<file path="src/rtl/shift_pkg.sv">
// Shared definitions for the universal shift register.
//   - op-code constants for the 3-bit operation field
//   - FSM state encoding
//   - is_shift_op(): true for the multi-cycle ops (SHL/SHR/ROL/ROR/ASR)
package shift_pkg;

    localparam logic [2:0] OP_NOP  = 3'b000;
    localparam logic [2:0] OP_LOAD = 3'b001;
    localparam logic [2:0] OP_SHL  = 3'b010;
    localparam logic [2:0] OP_SHR  = 3'b011;
    localparam logic [2:0] OP_ROL  = 3'b100;
    localparam logic [2:0] OP_ROR  = 3'b101;
    localparam logic [2:0] OP_ASR  = 3'b110;
    localparam logic [2:0] OP_RSVD = 3'b111;

    typedef enum logic {
        StIdle,
        StShift
    } state_e;

    function automatic logic is_shift_op(input logic [2:0] op);
        return (op >= OP_SHL) && (op <= OP_ASR);
    endfunction

endpackage

</file>
<file path="src/rtl/shift_step.sv">
// Combinational single-step shifter: computes the word after one 1-bit step of op.
// Ports:
//   op    operation code (non-shift codes pass din through)
//   din   current register word
//   si    serial fill bit for SHL/SHR
//   nxt   word after the step
//   so    bit that leaves the word on this step (0 for non-shift codes)
module shift_step
    import shift_pkg::*;
#(
    parameter int unsigned WIDTH = 8
) (
    input  logic [2:0]       op,
    input  logic [WIDTH-1:0] din,
    input  logic             si,
    output logic [WIDTH-1:0] nxt,
    output logic             so
);

    always_comb begin
        nxt = din;
        so  = 1'b0;
        case (op)
            OP_SHL: begin
                nxt = {din[WIDTH-2:0], si};
                so  = din[WIDTH-1];
            end
            OP_SHR: begin
                nxt = {si, din[WIDTH-1:1]};
                so  = din[0];
            end
            OP_ROL: begin
                nxt = {din[WIDTH-2:0], din[WIDTH-1]};
                so  = din[WIDTH-1];
            end
            OP_ROR: begin
                nxt = {din[0], din[WIDTH-1:1]};
                so  = din[0];
            end
            OP_ASR: begin
                nxt = {din[WIDTH-1], din[WIDTH-1:1]};
                so  = din[0];
            end
            default: ;
        endcase
    end

endmodule

</file>
<file path="src/rtl/univ_shift_reg.sv">
// Registered universal shift register with start/busy/done handshake.
// Shift ops move one bit position per clock for min(amt, WIDTH) clocks.
// Ports:
//   clk, rst_n   clock, asynchronous active-low reset
//   start        request, sampled only while idle
//   op, amt      operation code and shift amount
//   si           serial fill bit, sampled live on every SHL/SHR step
//   din          parallel load data
//   dout         register contents
//   so           last bit shifted/rotated out
//   busy         shift in progress
//   done         one-cycle completion pulse
module univ_shift_reg
    import shift_pkg::*;
#(
    parameter int unsigned WIDTH = 8,
    localparam int unsigned AW = $clog2(WIDTH + 1)
) (
    input  logic             clk,
    input  logic             rst_n,
    input  logic             start,
    input  logic [2:0]       op,
    input  logic [AW-1:0]    amt,
    input  logic             si,
    input  logic [WIDTH-1:0] din,
    output logic [WIDTH-1:0] dout,
    output logic             so,
    output logic             busy,
    output logic             done
);

    state_e           state_q, state_d;
    logic [2:0]       op_q, op_d;
    logic [AW-1:0]    cnt_q, cnt_d;
    logic [WIDTH-1:0] dout_q, dout_d;
    logic             so_q, so_d;
    logic             done_q, done_d;

    logic [WIDTH-1:0] step_nxt;
    logic             step_so;

    // A shift only enters SHIFT when it has at least one step to do.
    logic             accept_shift;
    assign accept_shift = start && is_shift_op(op) && (amt != '0);

    shift_step #(
        .WIDTH(WIDTH)
    ) u_step (
        .op  (op_q),
        .din (dout_q),
        .si  (si),
        .nxt (step_nxt),
        .so  (step_so)
    );

    // State register
    always_ff @(posedge clk or negedge rst_n) begin
        if (!rst_n) begin
            state_q <= StIdle;
        end else begin
            state_q <= state_d;
        end
    end

    // Next-state logic
    always_comb begin
        state_d = state_q;
        unique case (state_q)
            StIdle: begin
                if (accept_shift) begin
                    state_d = StShift;
                end
            end
            StShift: begin
                if (cnt_q == AW'(1)) begin
                    state_d = StIdle;
                end
            end
            default: state_d = StIdle;
        endcase
    end

    // Next values of the registered outputs and the datapath
    always_comb begin
        op_d   = op_q;
        cnt_d  = cnt_q;
        dout_d = dout_q;
        so_d   = so_q;
        done_d = 1'b0;
        unique case (state_q)
            StIdle: begin
                if (start) begin
                    if (op == OP_LOAD) begin
                        dout_d = din;
                        done_d = 1'b1;
                    end else if (accept_shift) begin
                        op_d  = op;
                        cnt_d = (amt > AW'(WIDTH)) ? AW'(WIDTH) : amt;
                    end else begin
                        // NOP, reserved, or a shift by zero
                        done_d = 1'b1;
                    end
                end
            end
            StShift: begin
                dout_d = step_nxt;
                so_d   = step_so;
                cnt_d  = cnt_q - AW'(1);
                if (cnt_q == AW'(1)) begin
                    done_d = 1'b1;
                end
            end
            default: ;
        endcase
    end

    always_ff @(posedge clk or negedge rst_n) begin
        if (!rst_n) begin
            op_q   <= OP_NOP;
            cnt_q  <= '0;
            dout_q <= '0;
            so_q   <= 1'b0;
            done_q <= 1'b0;
        end else begin
            op_q   <= op_d;
            cnt_q  <= cnt_d;
            dout_q <= dout_d;
            so_q   <= so_d;
            done_q <= done_d;
        end
    end

    // Output logic: everything is taken straight from registers
    always_comb begin
        dout = dout_q;
        so   = so_q;
        done = done_q;
        busy = (state_q == StShift);
    end

endmodule
</file>
<file path="config.mk">
export PLATFORM = sky130hd
export DESIGN_NAME = univ_shift_reg
export DESIGN_NICKNAME = d
export VERILOG_FILES = /design/src/rtl/shift_pkg.sv /design/src/rtl/shift_step.sv /design/src/rtl/univ_shift_reg.sv
export SDC_FILE = /design/constraint.sdc
export NUM_CORES = 1
export LEC_CHECK = 0
export ABC_CLOCK_PERIOD_IN_PS = 2270
export BUFFER_PORTS_ARGS = -buffer_cell sky130_fd_sc_hd__buf_2
export CORE_MARGIN = 8
export CORE_UTILIZATION = 40
export DETAILED_ROUTE_END_ITERATION = 10
export GPL_TIMING_DRIVEN = 0
export PLACE_DENSITY_LB_ADDON = 0.1
export SETUP_SLACK_MARGIN = 0.1
export SYNTH_ARGS = -nofsm -noshare
export SYNTH_HDL_FRONTEND = slang
export SYNTH_SLANG_ARGS = --single-unit
</file>
<file path="constraint.sdc">
create_clock -name clk -period 2.27 [get_ports clk]
set_input_delay 0.454 -clock clk [delete_from_list [all_inputs] [get_ports clk]]
set_output_delay 0.454 -clock clk [all_outputs]
set_load 0.01 [all_outputs]
</file>
## After elaboration in Yosys (flattened, before gate mapping)

Cells that the tools add are included.

| word-level totals | value |
|---|---|
| input port bits | 19 |
| bits in read-only memories | 0 |
| memories | 0 |
| output and inout port bits | 11 |
| register bits | 18 |
| word-level logic and storage cells | 55 |
| bits in writable memories | 0 |
| bits in latches | 0 |

| operators by class | value |
|---|---|
| shift operators | 0 |
| multipliers | 0 |
| mux-type cells | 18 |
| order comparisons | 3 |
| divide/modulo/power cells | 0 |
| equal/unequal tests | 14 |
| bitwise gates (word level) | 2 |
| $add $sub $neg | 1 |
| reductions and logical operators | 10 |

Operator list:

| operator | number |
|---|---|
| $pmux W8 S5 | 1 |
| $mux W4 | 4 |
| $mux W8 | 2 |
| $pmux W8 S2 | 1 |
| $ne A2 B2 Y1 const B | 5 |
| $eq A3 B3 Y1 const B | 3 |
| $pmux W4 S2 | 1 |
| $reduce_and A4 Y1 | 2 |
| $eq A3 B2 Y1 const B | 2 |
| $mux W1 | 6 |
| $ne A6 B1 Y1 const B | 1 |
| $pmux W1 S2 | 3 |
| $reduce_and A3 Y1 | 2 |
| $ne A5 B1 Y1 const B | 1 |
| $eq A4 B1 Y1 const B | 1 |
| $gt A4 B4 Y1 const B | 1 |
| $reduce_bool A4 Y1 | 1 |
| $sub A4 B1 Y4 const B | 1 |
| $eq A3 B1 Y1 const B | 1 |
| $ge A3 B2 Y1 const B | 1 |
| $le A3 B3 Y1 const B | 1 |
| $logic_and A1 B1 Y1 | 3 |
| $reduce_or A3 Y1 | 1 |
| $not A1 Y1 | 2 |
| $reduce_or A2 Y1 | 1 |

## Longest topological paths before layout

Gate-level depths: netlist (run 1).

| logic depth | value |
|---|---|
| word-level depth | 8 |
| gate-level depth with buffers | 6 |
| mapped depth without buffers | 6 |

## Cells and area by module

Synthesis (run 1) repeated with hierarchy kept, for this count alone.

| second synthesis, totals | value |
|---|---|
| cell total of the unflattened synthesis | 129 |
| area, all modules | 1380.1 µm² |

By module, submodules not included:

| module | sequential area each (µm²) | instances | area each (µm²) | cells each |
|---|---|---|---|---|
| univ_shift_reg | 450.4 | 1 | 1017.2 | 81 |
| shift_step | 0.0 | 1 | 362.8 | 48 |

## Least setup slack after synthesis (run 1)

No wires, ideal clock.

| timing | value |
|---|---|
| path type | register to register |
| start | register state_q (netlist: busy) |
| end | register op_q[0] |
| library setup time | 0.125 ns |
| period minus slack after synthesis | 1.547 ns |
| path buffers | 1 |
| setup slack | 0.723 ns |
| stages on the path, launching flop included | 5 |
| data arrival time | 1.423 ns |
| cells stage by stage | dfrtp_1 -> buf_6 -> nand2b_4 -> nor4b_4 -> mux2_2 |

| on the way | value |
|---|---|
| longest elaborated chain between the ends | 2 |

RTL lines:

| what | line | text |
|---|---|---|
| start: declaration | univ_shift_reg.sv:32 | `state_e state_q, state_d;` |
| start signal: assignment | univ_shift_reg.sv:59 | `state_q <= StIdle;` |
| start signal: assignment | univ_shift_reg.sv:61 | `state_q <= state_d;` |
| $not A1 Y1 (no source line) | - |  |
| $reduce_and A4 Y1 (no source line) | - |  |
| end signal: assignment | univ_shift_reg.sv:125 | `op_q <= op_d;` |
| end: declaration | univ_shift_reg.sv:33 | `logic [2:0] op_q, op_d;` |

Every way passes these cells.
A chain may end at the register's enable or synchronous reset.

## Final worst setup path (run 1)

Ends and elaborated chain as after synthesis.

==> flow_summary.ini, run 1 <==
[sta]
skew_ns = 0.00441
finalHoldViolCount = 0
period_needed_ns = 1.65
finalSetupViolations = 0
rsz0062_at_grt = false
max_slew_margin_pct = 65.0
worst_pin_slew_ns = 0.526
drv_slew = 0
fin_setup_tns_ns = 0
post-route-period-util_pct = 72.8
fmax_ghz = 0.605

[cts]
cts-buffers-inserted = 3
cts_resized = 0
holdBufCountCts = 0
clock_path_buffers = 2
root_buffer = clkbuf_4
clock_latency_ns = 0.29
htreeDepth = 1
cts_setup_buffers = 0
clk_pin_slew_ns = 0.12
cts_tree = built
cts.sinks = 18

[detailed_routing]
ant_nets = 0
drc = 0
drt_first_pass_iters = 4
dr_total_vias = 1234
wl_per_cell_um = 15.5
viasPerCell = 5.41
drt_wl_total_um = 3540
drtIter0Drc = 65

[setup_path]
start_kind = flop
path_max_fanout = 10
crit_type = flop to flop
reg2reg_to = op_q[0]$_DFFE_PN0P_
r2r_cells = 4
arrival_ns = 1.85
required_ns = 2.46
crit_path_end_kind = flop
reg2reg_slack_ns = 0.62
r2r_start = busy$_DFF_PN0_

[power]
power.density_nw_per_um2 = 1480
peakVddDrop_uv = 422
leakage_nw = 0.703
total_power_w = 0.00236

[yosys]
synth_top_cell_area_share_pct = 33.1
synth_top_family_by_area = simple AND/OR/NAND/NOR gates
syn-num-nets = 170
syn_inst = 149
avgSynthCellArea_um2 = 9.12
ys_seq_area_share_pct = 33.1
muxShareOfSynthArea_pct = 12.9
synth_compound_gate_area_share_pct = 20.8
netlist.top_cell.by_area = dfrtp_1
async_flop_share_pct = 100
synthSimpleGateAreaFrac_pct = 23.5
synthesis.area_um2 = 1360
synth-main-ff-cell = dfrtp_1
synth-edff-count = 0
ys_top_cells_by_area = dfrtp_1 33%, mux2i_1 9.6%, a31oi_1 4.1%, nor2_1 3.9%, nand2b_1 3.7%
ys_ff_latch = 18
yosys.cell_types.count = 41
synthAdderAreaFrac_pct = 2.67
ys_warn_count = 0
synthXorXnorAreaFrac_pct = 1.29

[place]
dp.cells = 224
place.gp.congestion = 0.820
dpl-instance-area_um2 = 1560
hpwlAfterDp_um = 2650
port_buffers = 29

[global_routing]
antenna_found_initial = 0
grtUsageMet2_pct = 23.2
grt.busiest_layer = met2
overflow = 0
met3_usage_pct = 2.43
grt_use_met1_pct = 16.4
grt_use_total_pct = 13.7
grt_pass1_wl_um = 5950
grt_max_degree = 19
grt_pass1_vias = 1258

[cells_and_area]
fin_area_um2 = 1600
drive_above_1_share_pct = 29.1
fillers = 342
n_antenna_cell = 0
area_growth_pct = 17.6
layoutNonFillerInstCount = 228
nets = 204

[floorplan]
ios = 30
dieArea_um2 = 5520
num_rows = 21
die_x_um = 74.3
coreArea_um2 = 3310
start_util_pct = 41.0
die_h_um = 74.3

[min_path]
hold_path.class = input pin to asynchronous set/reset pin

[run_status]
outcome = complete, no violations

[flow_run]
cap_violations = 0
-- registers in the layout (all words and copies together) (netlist names) --
| signal | count |
|---|---|
| dout | 8 |
| cnt_q | 4 |
| busy | 1 |
| done | 1 |
| op_q | 3 |
| so | 1 |
-- Yosys cell counts (all sizes together), types with 3 or more instances --
library cell  number
dfrtp             18
nor2              14
mux2i             13
a31oi              9
nand2b             9
o21ai              9
buf                8
a21oi              6
nand3              6
nor2b              6
inv                5
nand2              5
mux2               4
nor3b              4
o211ai             3
-- power by group --
part / internal, W / leakage [nW] / switching [W] / total [W]
sequential: 0.000485 / 0.207 / 0.000186 / 0.000671
combinational: 0.000696 / 0.475 / 0.000788 / 0.00148
clock: 0.0000976 / 0.0210 / 0.000109 / 0.000207
-- stage by stage --
stage	hold slack [ns]	setup WS (ns)	utilization [%]
floorplan	0.158	0.723	-
global placement	0.415	0.576	47.2
detailed placement	0.422	0.544	47.2
CTS	0.0877	0.603	48.3
global route	0.0907	0.491	48.3
finish	0.0739	0.617	48.3
-- area by class of cell --
type	count	area [um^2]	share of cell area, %
flip-flops and latches	18	450	28.2
plain buffers	10	58.8	3.68
well taps	46	57.6	3.60
multi-input cells	116	831	52.0
clock buffers	4	36.3	2.27
repair buffers	29	145	9.08
inverters	5	18.8	1.17
-- logic make-up after synthesis --
logic type,count (synthesis)
flip-flops,18
multiplexers,17
buffers and inverters,15
adder cells (fa/ha/maj),3
XOR/XNOR,2
AO/OA/AOI/OAI,41
AND/OR/NAND/NOR,53
-- layer usage --
| metal | routed length (um) | up-vias |
|---|---|---|
| met2 | 1780 | 24 |
| met4 | 59 | 0 |
| met5 | 0 | - |
| li1 | - | 616 |
| met3 | 141 | 4 |
| met1 | 1570 | 590 |
-- critical path, stage by stage, from the launching register on --
cell and delay, ns:
dfrtp_1 0.40, buf_6 0.15, nand2b_4 0.15, nor4b_4 0.47, mux2_2 0.39
-- worst max-delay path by stage --
stage	cells past startpoint	endpoint	slack, ns	from
after floorplan	4	op_q[0]$_DFFE_PN0P_	0.72	busy$_DFF_PN0_
after CTS	4	op_q[0]$_DFFE_PN0P_	0.60	busy$_DFF_PN0_
after global routing	4	op_q[0]$_DFFE_PN0P_	0.49	busy$_DFF_PN0_
final	4	op_q[0]$_DFFE_PN0P_	0.62	busy$_DFF_PN0_
after global placement	4	op_q[1]$_DFFE_PN0P_	0.58	op[2]
after detailed placement	4	op_q[1]$_DFFE_PN0P_	0.54	op[2]
-- cells in the final DEF (no fill, tap or decap), types with 2 or more instances in the layout --
master | synthesis | layout
clkbuf_1 | 2 | 2
nor2_1 | 14 | 14
buf_2 | 5 | 34
o21ai_0 | 9 | 9
nand2b_1 | 8 | 8
nor2b_1 | 6 | 6
dfrtp_1 | 18 | 18
a31oi_1 | 9 | 9
o2111ai_1 | 2 | 2
nor3_1 | 2 | 2
buf_4 | 2 | 2
o221a_2 | 2 | 2
nand3_1 | 6 | 6
xnor2_1 | 2 | 2
clkbuf_4 | 0 | 3
inv_1 | 5 | 5
nor3b_1 | 4 | 4
mux2i_1 | 13 | 13
ha_1 | 2 | 2
o211ai_1 | 3 | 3
a21oi_1 | 6 | 6
a2bb2oi_1 | 2 | 2
nand2_1 | 5 | 5
mux2_2 | 4 | 4
Power figures use the tool's default switching activity.
==> run 2: changes to the inputs <==
- ABC_CLOCK_PERIOD_IN_PS: 2270 -> 1500
- clock period: 2.27 -> 1.5 ns (I/O delays scaled with it)
==> flow_summary.ini, run 2 (synthesis gave the netlist of run 1 again) <==
[run_status]
outcome = complete, no violations

[cells_and_area]
area_growth_pct = 36.9
fin_area_um2 = 1860
nets = 219
drive_above_1_share_pct = 41.6
most-common-layout-cells = 29 x buf_2, 18 x dfrtp_1, 14 x nor2_1, 13 x buf_4, 13 x mux2i_1
n_antenna_cell = 0
final_common_cell = buf_2
largest_register_ffs = 8

[floorplan]
dieArea_um2 = 5520
start_util_pct = 41.0
die_x_um = 74.3
ios = 30
die_h_um = 74.3
coreArea_um2 = 3310
num_rows = 21

[sta]
timing.final.ws_setup_ns = 0.0139
finalHoldViolCount = 0
skew_ns = 0.00413
period_needed_ns = 1.49
fin_setup_tns_ns = 0
finalSetupViolations = 0
rsz0062_at_grt = true
drv_slew = 0
fmax_ghz = 0.673
post-route-period-util_pct = 99.1
max_slew_margin_pct = 67.5
worst_pin_slew_ns = 0.484

[detailed_routing]
drtIter0Drc = 74
drt_wl_total_um = 4000
ant_nets = 0
drt_first_pass_iters = 4
wl_per_cell_um = 16.5
dr_total_vias = 1329
drc = 0
viasPerCell = 5.47

[cts]
clock_latency_ns = 0.29
cts_tree = built
root_buffer = clkbuf_4
cts-buffers-inserted = 3
cts.sinks = 18
clock_path_buffers = 2
htreeDepth = 1
clk_pin_slew_ns = 0.12

[global_routing]
grt_pass1_wl_um = 6470
grt_use_total_pct = 15.0
grt_max_degree = 19
grt_pass1_vias = 1322
overflow = 0
antenna_found_initial = 0

[place]
hpwlAfterDp_um = 2650
pre_cts_ws_ns = -0.151
port_buffers = 29
place.gp.congestion = 0.820
dpl-instance-area_um2 = 1560

[setup_path]
required_ns = 1.69
crit_chain = buf_6 -> nand2b_4 -> nor4b_4 -> buf_4 -> mux2_4
startpoint = busy$_DFF_PN0_
start_kind = flop
cp_num_buf_inv = 2
arrival_ns = 1.68
crit_type = flop to flop
cpMaxStageDelayCell = dfrtp_1
crit_family = flip-flops
path_max_fanout = 3
r2r_start = busy$_DFF_PN0_
crit_path_end_kind = flop
slowest_delay_ns = 0.42

[power]
intPower_w = 0.00245
seqPwrFrac_pct = 23.9
clkPwrFrac_pct = 7.1
comb_power_share_pct = 69.0
power.density_nw_per_um2 = 2360
p_sw_w = 0.00194
peakVddDrop_uv = 728
total_power_w = 0.00439
leakage_nw = 0.824
netSwitchingFraction_pct = 44.2

[flow_run]
cap_violations = 0

[min_path]
hold_path.class = input pin to flop
hp-start = op[2]
==> run 2: final timing paths <==
check	slack [ns]	cells past startpoint	end
worst max-delay path	0.01	5	op_q[1]$_DFFE_PN0P_
worst min-delay path	0.26	3	op_q[2]$_DFFE_PN0P_
worst max register to register	0.01	5	op_q[1]$_DFFE_PN0P_
worst min register to register	0.54	2	so$_DFFE_PN0P_
max in group asynchronous	0.74	2	cnt_q[3]$_DFFE_PN0P_
min in group asynchronous	0.46	2	dout[0]$_DFFE_PN0P_
==> run 2: timing repair <==
action                                  CTS  global route
hold endpoints to repair                 18             0
setup buffers                            11             2
endpoints found under the setup margin   14            17
resized for setup                        22            21
gates cloned                              1             0
pin swaps                                 8             7
hold buffers                              1             0
==> run 2: layout make-up <==
type                       instances  area (um^2)
tap                               46         57.6
inverter                           5         22.5
sequential                        18          450
timing repair buffer              44          280
buffer                            10         95.1
clock buffer                       4         36.3
multi-input combinational        116          918
fill                             317         1450
==> run 2: metrics by stage <==
step	std cells	hold slack [ns]	util [%]
floorplan	149	0.00441	-
global placement	224	0.261	47.2
detailed placement	224	0.268	47.2
CTS	241	0.245	53.6
global route	243	0.249	56.2
finish	243	0.256	56.2
==> run 2: layer usage <==
| metal | vias to the layer above | global-route usage, % | share of wire (%) |
|---|---|---|---|
| met2 | 32 | 27.1 | 51 |
| li1 | 651 | - | - |
| met1 | 644 | 17.3 | 43 |
| met4 | 0 | 5.65 | 1.0 |
| met3 | 2 | 2.43 | 4.8 |
| met5 | - | 0 | 0 |
==> run 2: worst reg2reg max path: cells and delay by family (launching register included) <==
family | cells | cell delay, ns
buf+inv | 2 | 0.31
flops | 1 | 0.42
simple gates | 2 | 0.37
mux | 1 | 0.29
==> run 2: power groups by stage <==
stage | logic, W | registers, W | clock network, W
after floorplan | 0.00165 | 0.00102 | 0
after global placement | 0.00222 | 0.00101 | 0
after detailed placement | 0.00226 | 0.00103 | 0
after CTS | 0.00277 | 0.00103 | 0.000322
after global routing | 0.00329 | 0.00109 | 0.000349
final | 0.00303 | 0.00105 | 0.000313
